===== src/rtl/riscv_structures.sv =====
// Shared pipeline packet types and RV32 funct3 load/store encodings.
// Latency: none (types only); backpressure: not applicable.
package riscv_structures;

    localparam logic [2:0] F3_LB  = 3'b000;
    localparam logic [2:0] F3_LH  = 3'b001;
    localparam logic [2:0] F3_LW  = 3'b010;
    localparam logic [2:0] F3_LBU = 3'b100;
    localparam logic [2:0] F3_LHU = 3'b101;
    localparam logic [2:0] F3_SB  = 3'b000;
    localparam logic [2:0] F3_SH  = 3'b001;
    localparam logic [2:0] F3_SW  = 3'b010;

    typedef struct packed {
        logic [31:0] alu_result;
        logic [31:0] write_data;
        logic        mem_write;
        logic        mem_read;
        logic        reg_write;
        logic [4:0]  rd;
        logic [2:0]  funct3;
    } ex_to_mem_s;

    typedef struct packed {
        logic [31:0] wb_data;
        logic [4:0]  rd;
        logic        reg_write;
    } mem_to_wb_s;

endpackage


===== src/rtl/mem_stage_load_align.sv =====
// Load lane select by byte offset plus sign/zero extension.
// Latency: combinational; backpressure: none.
module load_align
    import riscv_structures::*;
(
    input  logic [31:0] rdata,
    input  logic [1:0]  offset,
    input  logic [2:0]  funct3,
    output logic [31:0] wb_data
);

    logic [31:0] lane;

    assign lane = rdata >> {offset, 3'b000};

    always_comb begin
        wb_data = rdata;
        case (funct3)
            F3_LB:   wb_data = {{24{lane[7]}}, lane[7:0]};
            F3_LBU:  wb_data = {24'h0, lane[7:0]};
            F3_LH:   wb_data = {{16{lane[15]}}, lane[15:0]};
            F3_LHU:  wb_data = {16'h0, lane[15:0]};
            default: wb_data = rdata;
        endcase
    end

endmodule


===== src/rtl/mem_stage.sv =====
// Memory stage: issues loads/stores to data memory, aligns load data, registers the writeback packet.
// Latency: ALU 1 cycle, store >=2, load >=3; stalls upstream while a request or response is outstanding.
module mem_stage
    import riscv_structures::*;
#(
    parameter int ADDR_W = 32
) (
    input  logic              clk,
    input  logic              rst_n,
    input  ex_to_mem_s        ex_to_mem,
    input  logic              ex_valid,
    output logic              mem_stall,
    output logic              dmem_req_valid,
    input  logic              dmem_req_ready,
    output logic              dmem_req_we,
    output logic [ADDR_W-1:0] dmem_req_addr,
    output logic [31:0]       dmem_req_wdata,
    output logic [3:0]        dmem_req_be,
    input  logic              dmem_rsp_valid,
    input  logic [31:0]       dmem_rsp_rdata,
    output mem_to_wb_s        mem_to_wb,
    output logic              mem_to_wb_valid,
    output logic              misaligned
);

    typedef enum logic [1:0] {S_IDLE, S_REQ, S_WAIT} state_t;

    state_t      state_q, state_d;
    logic        is_mem, is_store, mis_c, accept, start;
    logic [1:0]  off;
    logic [3:0]  be_c;
    logic [31:0] wdata_c, load_data;
    logic [4:0]  rd_q;
    logic        rw_q;
    logic [2:0]  f3_q;
    logic [1:0]  off_q;

    assign is_mem   = ex_to_mem.mem_read | ex_to_mem.mem_write;
    assign is_store = ex_to_mem.mem_write;
    assign off      = ex_to_mem.alu_result[1:0];
    // funct3[1:0]: 00 byte, 01 half, anything else behaves as a word access
    assign mis_c    = is_mem & (((ex_to_mem.funct3[1:0] == 2'b01) & off[0]) |
                                (ex_to_mem.funct3[1] & (off != 2'b00)));
    assign accept   = (state_q == S_IDLE) & ex_valid;
    assign start    = accept & is_mem & ~mis_c;

    assign mem_stall      = (state_q != S_IDLE) | start;
    assign dmem_req_valid = (state_q == S_REQ);

    always_comb begin
        be_c    = 4'b1111;
        wdata_c = 32'h0;
        if (is_store) begin
            case (ex_to_mem.funct3)
                F3_SB: begin
                    be_c    = 4'b0001 << off;
                    wdata_c = {4{ex_to_mem.write_data[7:0]}};
                end
                F3_SH: begin
                    be_c    = 4'b0011 << off;
                    wdata_c = {2{ex_to_mem.write_data[15:0]}};
                end
                default: wdata_c = ex_to_mem.write_data;
            endcase
        end
    end

    always_ff @(posedge clk or negedge rst_n) begin
        if (!rst_n) state_q <= S_IDLE;
        else        state_q <= state_d;
    end

    always_comb begin
        state_d = state_q;
        case (state_q)
            S_IDLE: if (start) state_d = S_REQ;
            S_REQ:  if (dmem_req_ready) state_d = dmem_req_we ? S_IDLE : S_WAIT;
            S_WAIT: if (dmem_rsp_valid) state_d = S_IDLE;
            default: state_d = S_IDLE;
        endcase
    end

    load_align u_load_align (
        .rdata   (dmem_rsp_rdata),
        .offset  (off_q),
        .funct3  (f3_q),
        .wb_data (load_data)
    );

    always_ff @(posedge clk or negedge rst_n) begin
        if (!rst_n) begin
            dmem_req_we     <= 1'b0;
            dmem_req_addr   <= '0;
            dmem_req_wdata  <= '0;
            dmem_req_be     <= '0;
            rd_q            <= '0;
            rw_q            <= 1'b0;
            f3_q            <= '0;
            off_q           <= '0;
            mem_to_wb       <= '0;
            mem_to_wb_valid <= 1'b0;
            misaligned      <= 1'b0;
        end else begin
            mem_to_wb_valid <= 1'b0;
            misaligned      <= 1'b0;
            case (state_q)
                S_IDLE: begin
                    if (accept && !is_mem) begin
                        mem_to_wb       <= '{ex_to_mem.alu_result, ex_to_mem.rd,
                                             ex_to_mem.reg_write & (ex_to_mem.rd != 5'd0)};
                        mem_to_wb_valid <= 1'b1;
                    end else if (accept && mis_c) begin
                        mem_to_wb       <= '{ex_to_mem.alu_result, ex_to_mem.rd, 1'b0};
                        mem_to_wb_valid <= 1'b1;
                        misaligned      <= 1'b1;
                    end else if (start) begin
                        // request fields are frozen here and held until the handshake
                        dmem_req_we    <= is_store;
                        dmem_req_addr  <= ADDR_W'({ex_to_mem.alu_result[31:2], 2'b00});
                        dmem_req_wdata <= wdata_c;
                        dmem_req_be    <= be_c;
                        rd_q           <= ex_to_mem.rd;
                        rw_q           <= ex_to_mem.reg_write & ~is_store & (ex_to_mem.rd != 5'd0);
                        f3_q           <= ex_to_mem.funct3;
                        off_q          <= off;
                    end
                end
                S_REQ: begin
                    if (dmem_req_ready && dmem_req_we) begin
                        mem_to_wb       <= '{32'h0, rd_q, 1'b0};
                        mem_to_wb_valid <= 1'b1;
                    end
                end
                S_WAIT: begin
                    if (dmem_rsp_valid) begin
                        mem_to_wb       <= '{load_data, rd_q, rw_q};
                        mem_to_wb_valid <= 1'b1;
                    end
                end
                default: ;
            endcase
        end
    end

endmodule


===== config.mk =====
export PLATFORM = sky130hd
export DESIGN_NAME = mem_stage
export DESIGN_NICKNAME = d
export VERILOG_FILES = /design/src/rtl/riscv_structures.sv /design/src/rtl/mem_stage_load_align.sv /design/src/rtl/mem_stage.sv
export SDC_FILE = /design/constraint.sdc
export NUM_CORES = 1
export LEC_CHECK = 0
export ABC_CLOCK_PERIOD_IN_PS = 3100
export CAP_MARGIN = 15
export CORE_MARGIN = 4
export CORE_UTILIZATION = 47
export CTS_BUF_LIST = sky130_fd_sc_hd__clkbuf_8
export DETAILED_ROUTE_END_ITERATION = 6
export GPL_TIMING_DRIVEN = 0
export MAX_ROUTING_LAYER = met4
export PLACE_DENSITY = 0.9
export SETUP_SLACK_MARGIN = 0.5
export SLEW_MARGIN = 0
export SYNTH_ARGS = -nofsm -noshare
export SYNTH_HDL_FRONTEND = slang
export SYNTH_HIERARCHICAL = 1
export SYNTH_SLANG_ARGS = --single-unit

===== constraint.sdc =====
create_clock -name clk -period 3.1 [get_ports clk]
set_input_delay 0.93 -clock clk [delete_from_list [all_inputs] [get_ports clk]]
set_output_delay 0.93 -clock clk [all_outputs]
set_load 0.005 [all_outputs]

==> results.yml, run 1 <==
yosys:
  avgSynthCellArea_um2: 9.39
  syn_area_mm2: 0.00629
  syn_inst: 670
  synth_top_cell_by_area: "dfrtp_1"
  yosysUniqueCellTypes: 53
  yosysSeqAreaShare: 0.477
  ys_seq_elements: 120
  ys_async_sr_fraction: 1.00
  ys.flop_type: "dfrtp_1"
  synth-edff-count: 0
  ys_warn_count: 6
  synth_top_area_frac: 0.477
  synth.area.top_cells: "dfrtp_1 48%, nand2_1 9.7%, o21ai_0 8.8%, mux2_2 6.6%, mux2_1 3.6%"
drt:
  firstDrtPassIters: 5
  wl_per_cell_um: 19.5
  postRouteAntennaNets: 0
  drc: 0
  viasPerCell: 5.51
  drt_iter0_drc: 471
  routed_wl_um: 21700
  num_vias: 6125
critical_path:
  endpoint_kind: "output port"
  max_stage_delay_ps: 370
  cp-startpoint: "ex_to_mem[44]"
  cp_common_cell: "buf_6"
  critPathKind: "input pin to output port"
  slowest_stage: "or3_4"
  r2r-start: "off_q[0]$_DFFE_PN0P_"
  cp_max_fo: 5
  cp_top_family: "buffers and inverters"
  cp-start-kind: "input pin"
  arrival_ps: 1980
  required_ps: 2170
  crit_buf_inv: 4
  cp_cell_sequence: "buf_2, o2bb2ai_2, or3_4, buf_6, clkbuf_16, nand2_4, buf_6"
sta:
  finalSetupViolCount: 0
  timing.final.crit_share: 0.939
  tightest_slew_ps: 907
  fin_crit_ps: 2910
  clock.fmax_ghz: 0.343
  hold_slack_ps: 434
  finClkSkew_ps: 10.4
  rsz0062_at_grt: "true"
  timing.slew.headroom: 0.392
  slew_violations: 0
  hold_viol_final: 0
layout:
  diodes: 0
  final_common_cell: "clkdlybuf4s50_1"
  final_area_mm2: 0.00931
  area_growth_pct: 48.0
  mostFrequentLayoutCells: "206 x clkdlybuf4s50_1, 160 x nand2_1, 120 x dfrtp_1"
  drive_gt1_frac: 0.142
  stdcell_count: 1111
  final_nets: 1039
  fillers: 1024
worst_hold_path:
  min_path_type: "input pin to async pin"
place:
  place_congestion: 0.970
  numPortBuffers: 219
  dp_cells: 1067
  placed_area_mm2: 0.00875
  dp_hpwl_um: 16300
die:
  start_util: 0.477
  die_area_mm2: 0.0153
  die_w_um: 124
  core_area_mm2: 0.0132
  ios: 223
  die_h_um: 124
  placementRows: 42
global_route:
  grtUsageMet1: 0.346
  use_met2: 0.461
  use_met3: 0.0727
  grt_pass1_wl_um: 32200
  grt_pass1_vias: 6147
  antenna_found_initial: 0
  busiest_layer: "met2"
  overflow: 0
  grt_start_max_net_pins: 67
  gr-usage-all-layers: 0.288
clock_tree:
  clock_path_buffers: 2
  numCtsBuffers: 17
  clk_latency_ps: 450
  hold_buffers: 0
  cts_sinks: 120
  cts_tree: "yes"
  cts.clk_slew.worst_paths_ps: 70
  cts_root_buffer: "clkbuf_8"
  cts_max_level: 4
flow_run:
  maxCapViolCount: 0
run_status:
  status: "completed"
pwr:
  finalPower_mw: 8.79
  p_leak_nw: 4.13
  peakVddDrop_v: 0.000432
  powerDensity_mw_per_mm2: 944
==> layer usage <==
metal	wire length [um]	part of all wire
met3	2130	0.098
met4	810	0.037
met5	0	0
met1	8380	0.39
met2	10300	0.48
==> flip-flops by register name, indices dropped and copies added (netlist names) <==
register         cells
dmem_req_addr       30
off_q                2
rw_q                 1
mem_to_wb_valid      1
rd_q                 5
dmem_req_be          4
misaligned           1
state_q              2
mem_to_wb           38
dmem_req_wdata      32
f3_q                 3
dmem_req_we          1
==> area by class of cell <==
type,instances,area (um2),area share
Inverter,45,169,0.0181
Buffer,49,330,0.0355
Sequential cell,120,3000,0.322
Multi-Input combinational cell,457,2890,0.310
Timing Repair Buffer,232,2280,0.245
Clock buffer,20,275,0.0296
Clock inverter,12,150,0.0161
Tap cell,176,220,0.0236
==> synth_stat cells (2+ instances only) <==
cell type	n
dfrtp_1	120
mux2_1	20
a22o_1	10
mux2_2	37
inv_1	45
nand2_1	162
o21ai_1	14
buf_6	9
mux2i_1	21
clkbuf_1	23
a221oi_1	4
nor2_1	10
nor2b_1	2
o2bb2ai_1	2
ha_1	5
a22oi_1	4
a2bb2oi_1	2
o21bai_1	2
nand3_1	2
buf_8	2
o211ai_1	8
a21o_1	2
a31oi_1	2
buf_2	10
o21ai_0	111
a21oi_1	4
buf_4	3
o31ai_1	9
==> power by group <==
| part | switching [mW] | internal (mW) |
|---|---|---|
| combinational | 2.09 | 2.47 |
| sequential | 0.430 | 2.29 |
| clock | 0.653 | 0.853 |
| total | 3.18 | 5.61 |
==> path summary, 6_finish.rpt <==
check	end	slack [ps]	cells past startpoint
min	mem_to_wb[35]$_DFFE_PN0P_	430	1
max	mem_stall	190	7
max reg2reg	mem_to_wb[23]$_DFFE_PN0P_	810	8
min in group clk	rw_q$_DFFE_PN0P_	480	2
min reg2reg	rw_q$_DFFE_PN0P_	480	2
max in group asynchronous	state_q[0]$_DFFE_PN0P_	1940	2
==> metrics by stage <==
stage | utilization | TNS, ps | setup WS (ps)
after floorplan | - | 0 | 282
after global placement | 0.661 | -421480 | -3510
after detailed placement | 0.664 | -1150 | -800
after CTS | 0.703 | 0 | 150
after global routing | 0.706 | 0 | 126
final | 0.706 | 0 | 188
==> kinds of logic after synthesis <==
family / count (synthesis) / share of synthesized area
compound gates: 186 / 0.183
fa+ha+maj: 5 / 0.00994
buf+inv: 94 / 0.0744
flops: 120 / 0.477
mux: 79 / 0.139
other cells: 1 / 0.000596
simple gates: 185 / 0.116
==> worst reg2reg max path: stages (launching register included) <==
cell and delay [ps]:
dfrtp_1 360, buf_6 130, mux4_2 560, o211ai_4 350, buf_2 230, o21ai_1 100, nand2_1 80, o21ai_0 100
mux2_2 280
==> repair_timing <==
action / in CTS / in global routing
gates resized for setup: 41 / 10
pin swaps: 5 / 2
endpoints found under the setup margin: 34 / 11
setup buffers: 5 / 6
gates cloned: 1 / 0
Note: power is estimated with default switching activity, not from simulation.
==> run 2, diff against run 1 <==
Settings changed: ABC_CLOCK_PERIOD_IN_PS 3100 to unset, REMOVE_ABC_BUFFERS set to 1.
==> run 2 against run 1 <==
  * Via count fell by 1.5%
  * Clock power shrank 15%
  * Wire length shrank 3.2%
  * Sequential share of layout area down 0.30 points
  * Final area up 0.98%
  * Die area unchanged
  * Global-route usage shrank 0.56 points
  * Combinational power about the same
  * Critical path depth shrank 1
==> results.yml, run 2 (synthesis gave the netlist of run 1 again) <==
run_status:
  status: "completed"
worst_hold_path:
  min_path_type: "input pin to async pin"
sta:
  timing.slew.headroom: 0.256
  fin_crit_ps: 2850
  tns_ps: 0
  clock.fmax_ghz: 0.350
  finClkSkew_ps: 11.6
  finalSetupViolCount: 0
  rsz0062_at_grt: "true"
  slew_violations: 0
  timing.final.crit_share: 0.920
  tightest_slew_ps: 1120
  hold_viol_final: 0
  setup_ws_ps: 247
place:
  dp_hpwl_um: 13600
  pre_cts_ws_ps: -1760
  place_congestion: 0.887
  dp_cells: 1025
  numPortBuffers: 220
critical_path:
  crit_buf_inv: 3
  critPathCapture: "mem_stall"
  cp_top_family: "simple AND/OR/NAND/NOR gates"
  ff2ff_setup_slack_ps: 690
  max_stage_delay_ps: 420
  cp-startpoint: "ex_to_mem[44]"
  required_ps: 2170
  r2r_cells: 6
  crit_cells: 6
  reg2reg_to: "mem_to_wb[21]$_DFFE_PN0P_"
  critPathKind: "input pin to output port"
  r2r-start: "state_q[1]$_DFFE_PN0P_"
  slowest_stage: "or3_4"
  arrival_ps: 1920
  cp_cell_sequence: "buf_2, o2bb2ai_4, or3_4, buf_16, nand2_4, buf_6"
  cp-start-kind: "input pin"
  cp_max_fo: 5
  endpoint_kind: "output port"
drt:
  wl_per_cell_um: 19.2
  num_vias: 6031
  drc: 0
  postRouteAntennaNets: 0
  routed_wl_um: 21000
  firstDrtPassIters: 5
  drt_iter0_drc: 532
  viasPerCell: 5.52
layout:
  largest_reg_flops: 38
  final_common_cell: "clkdlybuf4s50_1"
  stdcell_count: 1093
  mostFrequentLayoutCells: "207 x clkdlybuf4s50_1, 160 x nand2_1, 119 x dfrtp_1"
  drive_gt1_frac: 0.145
  regMostFlops: "mem_to_wb"
  final_nets: 1019
  area_growth_pct: 49.5
  top_regs: "mem_to_wb (38), dmem_req_wdata (32), dmem_req_addr (30)"
global_route:
  grt_pass1_wl_um: 31900
  grt_pass1_vias: 6058
  overflow: 0
  gr-usage-all-layers: 0.283
  grt_start_max_net_pins: 70
  antenna_found_initial: 1
die:
  die_area_mm2: 0.0153
  ios: 223
  die_h_um: 124
  placementRows: 42
  core_area_mm2: 0.0132
  die_w_um: 124
  start_util: 0.477
clock_tree:
  cts_sinks: 120
  clk_latency_ps: 450
  cts.clk_slew.worst_paths_ps: 60
  clock_path_buffers: 2
  hold_buffers: 0
  cts_max_level: 4
  numCtsBuffers: 17
  cts_tree: "yes"
  cts_root_buffer: "clkbuf_8"
pwr:
  p_leak_nw: 4.22
  finalPower_mw: 8.59
  powerDensity_mw_per_mm2: 913
  peakVddDrop_v: 0.000529
flow_run:
  maxCapViolCount: 0
## run 2: changes by cell type in the layout (fill, tap and decap cells not counted), moves of 3 or more
| cell | delta |
|---|---|
| buf_16 | +4 |
| bufinv_16 | -3 |
| buf_4 | +8 |
| bufbuf_16 | +4 |
| clkbuf_2 | -3 |
| buf_6 | -3 |
| buf_2 | -11 |
| clkbuf_1 | -21 |
| dlygate4sd2_1 | -4 |
| dlymetal6s2s_1 | +3 |
## run 2: power breakdown
part | leakage (nW) | internal (mW) | switching (mW)
Sequential | 1.52 | 2.29 | 0.469
Clock | 0.190 | 0.644 | 0.632
Combinational | 2.51 | 2.57 | 1.98
## run 2: per-stage QoR
step | utilization | hold slack (ps) | cell area (um2)
2_1_floorplan | - | 448 | 6000
3_3_place_gp | 0.638 | 460 | 8420
3_5_place_dp | 0.649 | 466 | 8560
4_1_cts | 0.705 | 433 | 9300
5_1_grt | 0.713 | 438 | 9400
6_report | 0.713 | 434 | 9400
## run 2: metal layers
metal / part of all wire / vias up / GRT usage
li1: - / 2761 / -
met1: 0.39 / 2913 / 0.326
met2: 0.48 / 305 / 0.466
met3: 0.10 / 52 / 0.0976
met4: 0.025 / 0 / 0.0879
met5: 0 / - / -
## run 2: worst min path at each step
stage	startpoint	to	slack (ps)	depth (start not counted)
2_1_floorplan	rw_q$_DFFE_PN0P_	rw_q$_DFFE_PN0P_	450	2
3_3_place_gp	dmem_req_be[3]$_DFFE_PN0P_	dmem_req_be[3]$_DFFE_PN0P_	460	1
3_5_place_dp	rw_q$_DFFE_PN0P_	rw_q$_DFFE_PN0P_	470	2
4_1_cts	rst_n	rd_q[1]$_DFFE_PN0P_	430	1
5_1_grt	rst_n	mem_to_wb[2]$_DFFE_PN0P_	440	1
6_report	rst_n	rd_q[0]$_DFFE_PN0P_	430	1
## run 2: area by class of cell
cell class | count | area (um2)
Antenna cell | 2 | 5.00
Clock buffer | 22 | 303
Clock inverter | 10 | 53.8
Fill cell | 958 | 3790
Inverter | 45 | 169
Multi-Input combinational cell | 459 | 2910
Sequential cell | 120 | 3000
Tap cell | 176 | 220
Timing Repair Buffer | 259 | 2740
## run 2: timing repair
| action | in CTS | in global routing |
|---|---|---|
| resized for setup | 57 | 8 |
| buffers inserted | 19 | 6 |
| cloned | 6 | 1 |
| endpoints found under the setup margin | 120 | 22 |
| pin swaps | 7 | 2 |
